`src/rtl/rr_arb_mux_nway.sv`:
```
// N-channel W-bit round-robin arbitrated mux with beat locking and a registered output stage.
// Define RR_ARB_MUX_FIXED_PRIO_EN to replace round-robin with lowest-index-wins priority.
module rr_arb_mux_nway #(
  parameter int unsigned N    = 4,
  parameter int unsigned W    = 32,
  parameter int unsigned SELW = 2
) (
  input  logic            clk,
  input  logic            reset,
  input  logic [N-1:0]    in_valid,
  input  logic [N*W-1:0]  in_data,
  input  logic [N-1:0]    in_last,
  output logic [N-1:0]    in_ready,
  output logic            out_valid,
  output logic [W-1:0]    out_data,
  output logic [SELW-1:0] out_sel,
  output logic            out_last,
  input  logic            out_ready
);

  typedef enum logic {ARB = 1'b0, LOCKED = 1'b1} state_e;

  state_e          state_q, state_d;
  logic [SELW-1:0] lock_q, lock_d;
`ifndef RR_ARB_MUX_FIXED_PRIO_EN
  logic [SELW-1:0] rr_ptr_q, rr_ptr_d;
`endif

  logic            out_valid_d;
  logic [W-1:0]    out_data_d;
  logic [SELW-1:0] out_sel_d;
  logic            out_last_d;

  logic            gnt_vld_c;
  logic [SELW-1:0] gnt_idx_c;
  logic [SELW-1:0] cand_c;
  logic            load_en_c;
  logic            xfer_c;

  // Grant selection; reverse scan so the earliest candidate in search order wins.
  always_comb begin
    gnt_vld_c = 1'b0;
    gnt_idx_c = '0;
    cand_c    = '0;
    if (state_q == LOCKED) begin
      gnt_vld_c = in_valid[lock_q];
      gnt_idx_c = lock_q;
    end else begin
`ifdef RR_ARB_MUX_FIXED_PRIO_EN
      for (int k = int'(N) - 1; k >= 0; k--) begin
        cand_c = SELW'(k);
        if (in_valid[cand_c]) begin
          gnt_vld_c = 1'b1;
          gnt_idx_c = cand_c;
        end
      end
`else
      for (int k = int'(N); k >= 1; k--) begin
        cand_c = SELW'((int'(rr_ptr_q) + k) % int'(N));
        if (in_valid[cand_c]) begin
          gnt_vld_c = 1'b1;
          gnt_idx_c = cand_c;
        end
      end
`endif
    end
  end

  // Handshake, output-stage load and arbitration state update.
  always_comb begin
    state_d     = state_q;
    lock_d      = lock_q;
`ifndef RR_ARB_MUX_FIXED_PRIO_EN
    rr_ptr_d    = rr_ptr_q;
`endif
    out_valid_d = out_valid;
    out_data_d  = out_data;
    out_sel_d   = out_sel;
    out_last_d  = out_last;
    in_ready    = '0;
    load_en_c   = ~out_valid | out_ready;
    xfer_c      = gnt_vld_c & load_en_c;

    if (xfer_c) begin
      in_ready[gnt_idx_c] = 1'b1;
      out_valid_d         = 1'b1;
      out_sel_d           = gnt_idx_c;
      out_last_d          = in_last[gnt_idx_c];
      for (int i = 0; i < int'(N); i++) begin
        if (gnt_idx_c == SELW'(i)) out_data_d = in_data[i*W +: W];
      end
`ifndef RR_ARB_MUX_FIXED_PRIO_EN
      rr_ptr_d = gnt_idx_c;
`endif
      if (in_last[gnt_idx_c]) begin
        state_d = ARB;
      end else begin
        state_d = LOCKED;
        lock_d  = gnt_idx_c;
      end
    end else if (load_en_c) begin
      out_valid_d = 1'b0;
    end
  end

  always_ff @(posedge clk or posedge reset) begin
    if (reset) begin
      state_q   <= ARB;
      lock_q    <= '0;
`ifndef RR_ARB_MUX_FIXED_PRIO_EN
      rr_ptr_q  <= SELW'(N - 1);
`endif
      out_valid <= 1'b0;
      out_data  <= '0;
      out_sel   <= '0;
      out_last  <= 1'b0;
    end else begin
      state_q   <= state_d;
      lock_q    <= lock_d;
`ifndef RR_ARB_MUX_FIXED_PRIO_EN
      rr_ptr_q  <= rr_ptr_d;
`endif
      out_valid <= out_valid_d;
      out_data  <= out_data_d;
      out_sel   <= out_sel_d;
      out_last  <= out_last_d;
    end
  end

endmodule

```
`config.mk`:
```
export PLATFORM = sky130hd
export DESIGN_NAME = rr_arb_mux_nway
export DESIGN_NICKNAME = d
export VERILOG_FILES = /design/src/rtl/rr_arb_mux_nway.sv
export SDC_FILE = /design/constraint.sdc
export NUM_CORES = 1
export LEC_CHECK = 0
export CORE_MARGIN = 10
export CORE_UTILIZATION = 40
export CTS_CLUSTER_DIAMETER = 50
export DETAILED_ROUTE_END_ITERATION = 16
export PLACE_DENSITY = 0.87
export SYNTH_ARGS = -nofsm -noshare
export SYNTH_HDL_FRONTEND = slang
export SYNTH_SLANG_ARGS = --single-unit
```
`constraint.sdc`:
```
create_clock -name clk -period 6.2 [get_ports clk]
set_input_delay 0.62 -clock clk [delete_from_list [all_inputs] [get_ports clk]]
set_output_delay 0.62 -clock clk [all_outputs]
set_load 0.01 [all_outputs]
```
==> flow_summary.yaml, run 1 <==
clock_network:
  cts_htree_levels: 2
  cts.path.max_buffers: 2
  cts_setup_buffers: 0
  clock_latency_ns: 0.28
  cts_buffers: 5
  cts_sinks: 41
  cts_tree: "done"
  root_buffer: "clkbuf_8"
  path_clk_slew_ns: 0.08
  holdBufCountCts: 0
  post_cts_resized: 0
setup_path:
  crit_start: "in_valid[3]"
  worstSetupPathType: "in -> out"
  slowest_stage: "nand2b_2"
  path_cells: "clkdlybuf4s50_1, mux4_2, o21ai_1, nand2b_2, inv_1, nand2_2, nor2_1, clkdlybuf4s50_1"
  required_ns: 5.58
  critPathMostFrequentCell: "clkdlybuf4s50_1"
  timing.rr.end: "lock_q[0]"
  reg2reg_depth: 7
  critPathTopFamily: "buffers and inverters"
  cp_max_fo: 43
  crit_buf_inv: 3
  cp-start-kind: "input pin"
  slowest_delay_ns: 0.72
  cp_data_arrival_time_ns: 3.39
  rr_startpoint: "rr_ptr_q[1]"
  rrSetupSlack_ns: 3.17
  worstSetupEndpointType: "primary output"
route:
  routed_wl_um: 9520
  vias: 2593
  drt_iter0_markers: 54
  vias_per_cell: 5.26
  first_pass_iters: 4
  antenna_left: 0
  drc: 0
  avgRoutedWirePerCell_um: 19.3
timing:
  fin_crit_sh: 0.647
  rsz0062_at_grt: "no"
  fin_tns_setup_ns: 0
  tightest_slew_ns: 0.865
  fmax_ghz: 0.249
  skew_ns: 0.00700
  hold_violations: 0
  finalMaxSlewViolations: 0
  slew_headroom: 0.424
  fin_crit_ns: 4.01
  setup_viol: 0
synth:
  yosysSeqAreaShare: 0.370
  synthesis.area_um2: 2780
  yosys_warnings: 0
  postSynthCellCount: 244
  synth_seq_cells: 41
  syn_nets: 383
  synth_cell_type_count: 37
  syn_avg_cell_area_um2: 11.4
pwr:
  irDropWorstVdd_uv: 223
  leakage_nw: 1.91
  power_density_nw_per_um2: 453
hold_path:
  hold_path.class: "reg -> reg"
  holdPathEnd: "out_data[3]"
  min_delay_path_depth: 2
  min_from: "out_data[3]"
floorplanning:
  start_util: 0.411
  die_y_um: 103
  rows: 30
  core_area_um2: 6760
  die_width_um: 103
  io_pins: 179
  dieArea_um2: 10700
global_route:
  grt_max_degree: 44
  grt_use_total: 0.172
  grt_pass1_wl_um: 14600
  antenna_found_initial: 0
  grt_pass1_vias: 2893
  grt_overflow_total: 0
place:
  post_dp_cell_area_um2: 4540
  numPortBuffers: 178
  place_hpwl_um: 7610
  gp_congestion: 0.761
layout:
  antenna-diode-count: 0
  layout_commonest_cell: "clkdlybuf4s50_1"
  num-fill-cells: 554
  drive_gt1_frac: 0.133
  syn_to_final_growth_pct: 67.0
  nets: 551
  final_cell_area_um2: 4640
  final_cell_mix: "178 x clkdlybuf4s50_1, 66 x mux2i_1, 41 x nand2_1"
status:
  status: "finished clean"
job:
  cap_viol_max_count: 0
==> layer usage <==
metal	wire length (um)	global-route usage
met5	0	0
met4	148	0.0492
met3	1000	0.0764
met2	4830	0.300
met1	3540	0.184
==> power breakdown <==
group / switching (mW) / internal, mW / leakage [nW] / total [mW]
Combinational: 0.697 / 0.719 / 1.35 / 1.42
Sequential: 0.0843 / 0.409 / 0.496 / 0.493
Clock: 0.0906 / 0.101 / 0.0542 / 0.191
==> registers in the layout (all words and copies together), names as in the netlist <==
| signal | count |
|---|---|
| out_sel | 2 |
| out_valid | 1 |
| out_last | 1 |
| lock_q | 2 |
| rr_ptr_q | 2 |
| out_data | 32 |
| state_q | 1 |
==> kinds of logic after synthesis <==
| kind of cell | after synthesis | synth area share |
|---|---|---|
| AO/OA/AOI/OAI | 47 | 0.212 |
| buffers and inverters | 26 | 0.0635 |
| flip-flops | 41 | 0.370 |
| multiplexers | 70 | 0.258 |
| AND/OR/NAND/NOR | 60 | 0.0964 |
==> worst register-to-register path, cell delays in order (launching register included) <==
cell     delay [ns]
dfstp_2        0.60
o21ai_0        0.11
o21ai_0        0.27
a31o_4         0.57
buf_4          0.66
mux2i_1        0.23
a22o_2         0.31
o32a_1         0.17
==> cells in the mapped netlist <==
cell	count	area, um2
or2_1	1	6.26
nor3_1	2	10.0
buf_4	3	22.5
a22o_2	1	10.0
a21o_1	1	7.51
nand3_1	1	5.00
a211oi_1	1	7.51
a221oi_1	1	8.76
o41ai_1	1	8.76
nand2_2	1	6.26
nor2b_1	3	18.8
o221ai_2	29	435
a32oi_4	1	27.5
and2_1	2	12.5
buf_12	3	60.1
nor2_2	1	6.26
nand2_1	41	154
a21oi_1	3	15.0
o21ai_0	2	10.0
inv_1	6	22.5
mux4_2	1	22.5
mux2_2	3	33.8
buf_6	1	11.3
buf_2	9	45.0
o32a_1	1	10.0
or4b_4	1	13.8
mux2i_1	66	661
o221ai_1	3	26.3
dfstp_2	2	52.6
a31o_2	1	8.76
and2b_1	1	7.51
o21ai_1	1	5.00
o2bb2ai_1	1	8.76
clkbuf_1	4	15.0
dfrtp_1	39	976
nor2_1	4	15.0
nand2b_1	2	12.5
==> through the flow <==
stage,hold WS [ns],std cells,total power [mW],setup WS [ns],util
final,0.492,493,2.10,2.19,0.687
after global routing,0.520,493,2.25,1.98,0.687
after CTS,0.495,493,2.13,2.17,0.687
after detailed placement,0.472,485,1.93,2.19,0.672
after global placement,0.461,485,1.89,2.29,0.672
after floorplan,0.471,244,1.48,3.56,-
==> worst max path at each step <==
stage / endpoint / depth (start not counted) / slack, ns
5_1_grt: in_ready[2] / 8 / 1.98
4_1_cts: in_ready[2] / 8 / 2.17
6_report: in_ready[2] / 8 / 2.19
3_3_place_gp: in_ready[0] / 7 / 2.29
2_1_floorplan: in_ready[2] / 6 / 3.56
3_5_place_dp: in_ready[2] / 8 / 2.19
==> layout make-up <==
type                       count  area, um2  area share
sequential                    41       1030       0.222
clock buffer                   7       96.3      0.0208
tap                           80        100      0.0216
timing repair buffer         181       1800       0.389
inverter                       6       22.5     0.00485
multi-input combinational    177       1590       0.342
clock inverter                 1       5.00     0.00108
(Power assumes the default switching activity.)
==> run 2, diff against run 1 <==
- CORE_UTILIZATION: 40 -> 33
- PLACE_DENSITY: 0.87 -> 0.77
- clock period: 6.2 -> 3.4 ns (I/O delays scaled with it)
==> run 2 against run 1 <==
  * Cell count rose by 5.5%
  * Clock power is 89% higher
  * Highest routed layer unchanged
  * Hold slack worse by 0.0040 ns
  * Non-clock buffer count is 2 higher
  * Critical path depth shrank 1
  * Count of clock-buffer cells in the layout is the same
  * First-iteration DRC count rose by 37%
  * Critical path type unchanged
  * Utilization down 11 points
  * Via count barely moved
==> flow_summary.yaml, run 2 (synthesis results as in run 1) <==
floorplanning:
  die_y_um: 112
  start_util: 0.338
  core_area_um2: 8220
  die_width_um: 112
  rows: 33
  dieArea_um2: 12500
  io_pins: 179
timing:
  rsz0062_at_grt: "no"
  fin_crit_ns: 3.06
  hold_violations: 0
  tightest_slew_ns: 0.880
  fin_crit_sh: 0.899
  fmax_ghz: 0.327
  fin_tns_setup_ns: 0
  finalMaxSlewViolations: 0
  setup_viol: 0
  slew_headroom: 0.413
  skew_ns: 0.00606
global_route:
  grt_overflow_total: 0
  grt_max_degree: 42
  grt_pass1_vias: 2786
  grt_use_total: 0.145
  antenna_found_initial: 0
  grt_pass1_wl_um: 15200
setup_path:
  required_ns: 3.06
  crit_start: "in_valid[2]"
  worstSetupEndpointType: "primary output"
  critPathMostFrequentCell: "clkdlybuf4s50_1"
  cp_data_arrival_time_ns: 2.72
  cp_max_fo: 6
  critPathTopFamily: "buffers and inverters"
  worstSetupPathType: "in -> out"
  slowest_delay_ns: 0.53
  rr_startpoint: "rr_ptr_q[1]"
  cp-start-kind: "input pin"
  crit_buf_inv: 3
  slowest_stage: "clkdlybuf4s50_1"
  path_cells: "clkdlybuf4s50_1, inv_1, or4b_4, a32oi_4, nor2b_1, and2_1, clkdlybuf4s50_1"
layout:
  final_cell_mix: "178 x clkdlybuf4s50_1, 66 x mux2i_1, 41 x nand2_1"
  drive_gt1_frac: 0.137
  num-fill-cells: 696
  syn_to_final_growth_pct: 69.2
  top_register: "out_data"
  fin_util: 0.572
  largest_register_ffs: 32
  final_cell_area_um2: 4700
  antenna-diode-count: 0
  layout_commonest_cell: "clkdlybuf4s50_1"
  nets: 553
hold_path:
  hold_path.class: "reg -> reg"
  min_from: "out_data[21]"
pwr:
  power_density_nw_per_um2: 826
  irDropWorstVdd_uv: 448
  leakage_nw: 1.92
route:
  vias_per_cell: 4.98
  first_pass_iters: 4
  antenna_left: 0
  avgRoutedWirePerCell_um: 18.6
  routed_wl_um: 9690
  drt_iter0_markers: 74
  vias: 2591
  drc: 0
clock_network:
  cts_buffers: 5
  cts_htree_levels: 2
  post_cts_resized: 0
  cts_setup_buffers: 0
  root_buffer: "clkbuf_8"
  clock_latency_ns: 0.29
  cts_tree: "done"
  cts.path.max_buffers: 2
  path_clk_slew_ns: 0.08
  cts_sinks: 41
  holdBufCountCts: 0
job:
  cap_viol_max_count: 0
place:
  post_dp_cell_area_um2: 4600
  place_hpwl_um: 7660
  numPortBuffers: 178
  gp_congestion: 0.732
status:
  status: "finished clean"
## run 2: cell count changes in the layout (fill, tap and decap cells not counted)
cell | previous run | this run
buf_12 | 0 | 1
buf_4 | 3 | 4
## run 2: worst paths after layout
check / to / slack, ns / cells past startpoint
max in group asynchronous: lock_q[0] / 2.30 / 2
min in group asynchronous: out_data[29] / 0.55 / 2
hold reg to reg: out_data[21] / 0.49 / 2
hold / removal: out_data[21] / 0.49 / 2
setup / recovery: in_ready[3] / 0.34 / 7
setup reg to reg: out_data[21] / 0.89 / 6
## run 2: tightest hold or removal path, stage by stage, from the launching register on
cell,delay (ns)
dfrtp_1,0.35
nand2_1,0.05
o221ai_1,0.06
## run 2: metal layers
layer,GRT usage,part of all wire
met3,0.0553,0.077
met5,0,0
met4,0.0300,0.010
met2,0.254,0.51
met1,0.165,0.40
## run 2: final cells by class
class                      count  area (um2)  area share
inverter                       6        22.5     0.00479
clock inverter                 1        5.00     0.00106
sequential                    41        1030       0.219
timing repair buffer         183        1830       0.390
multi-input combinational    177        1590       0.337
tap                          105         131      0.0279
clock buffer                   7        96.3      0.0205
## run 2: power breakdown
part / switching (mW) / total, mW / internal [mW]
sequential: 0.154 / 0.900 / 0.746
clock: 0.177 / 0.361 / 0.184
combinational: 1.28 / 2.62 / 1.35
## run 2: stage by stage
stage          power [mW]  instances  setup WS (ns)  hold WS, ns
6_report             3.88        520          0.342        0.488
4_1_cts              3.94        520          0.327        0.491
3_3_place_gp         3.52        512          0.404        0.462
5_1_grt              4.15        520          0.215        0.508
2_1_floorplan        2.70        244           1.14        0.471
3_5_place_dp         3.58        512          0.347        0.472
==> run 3, diff against run 2 <==
- CAP_MARGIN: unset -> 10
- CTS_CLUSTER_DIAMETER: 50 -> 30
- TNS_END_PERCENT: unset -> 30
==> results of run 3 <==
Final layout, timing and power as in run 2 (identical DEF).
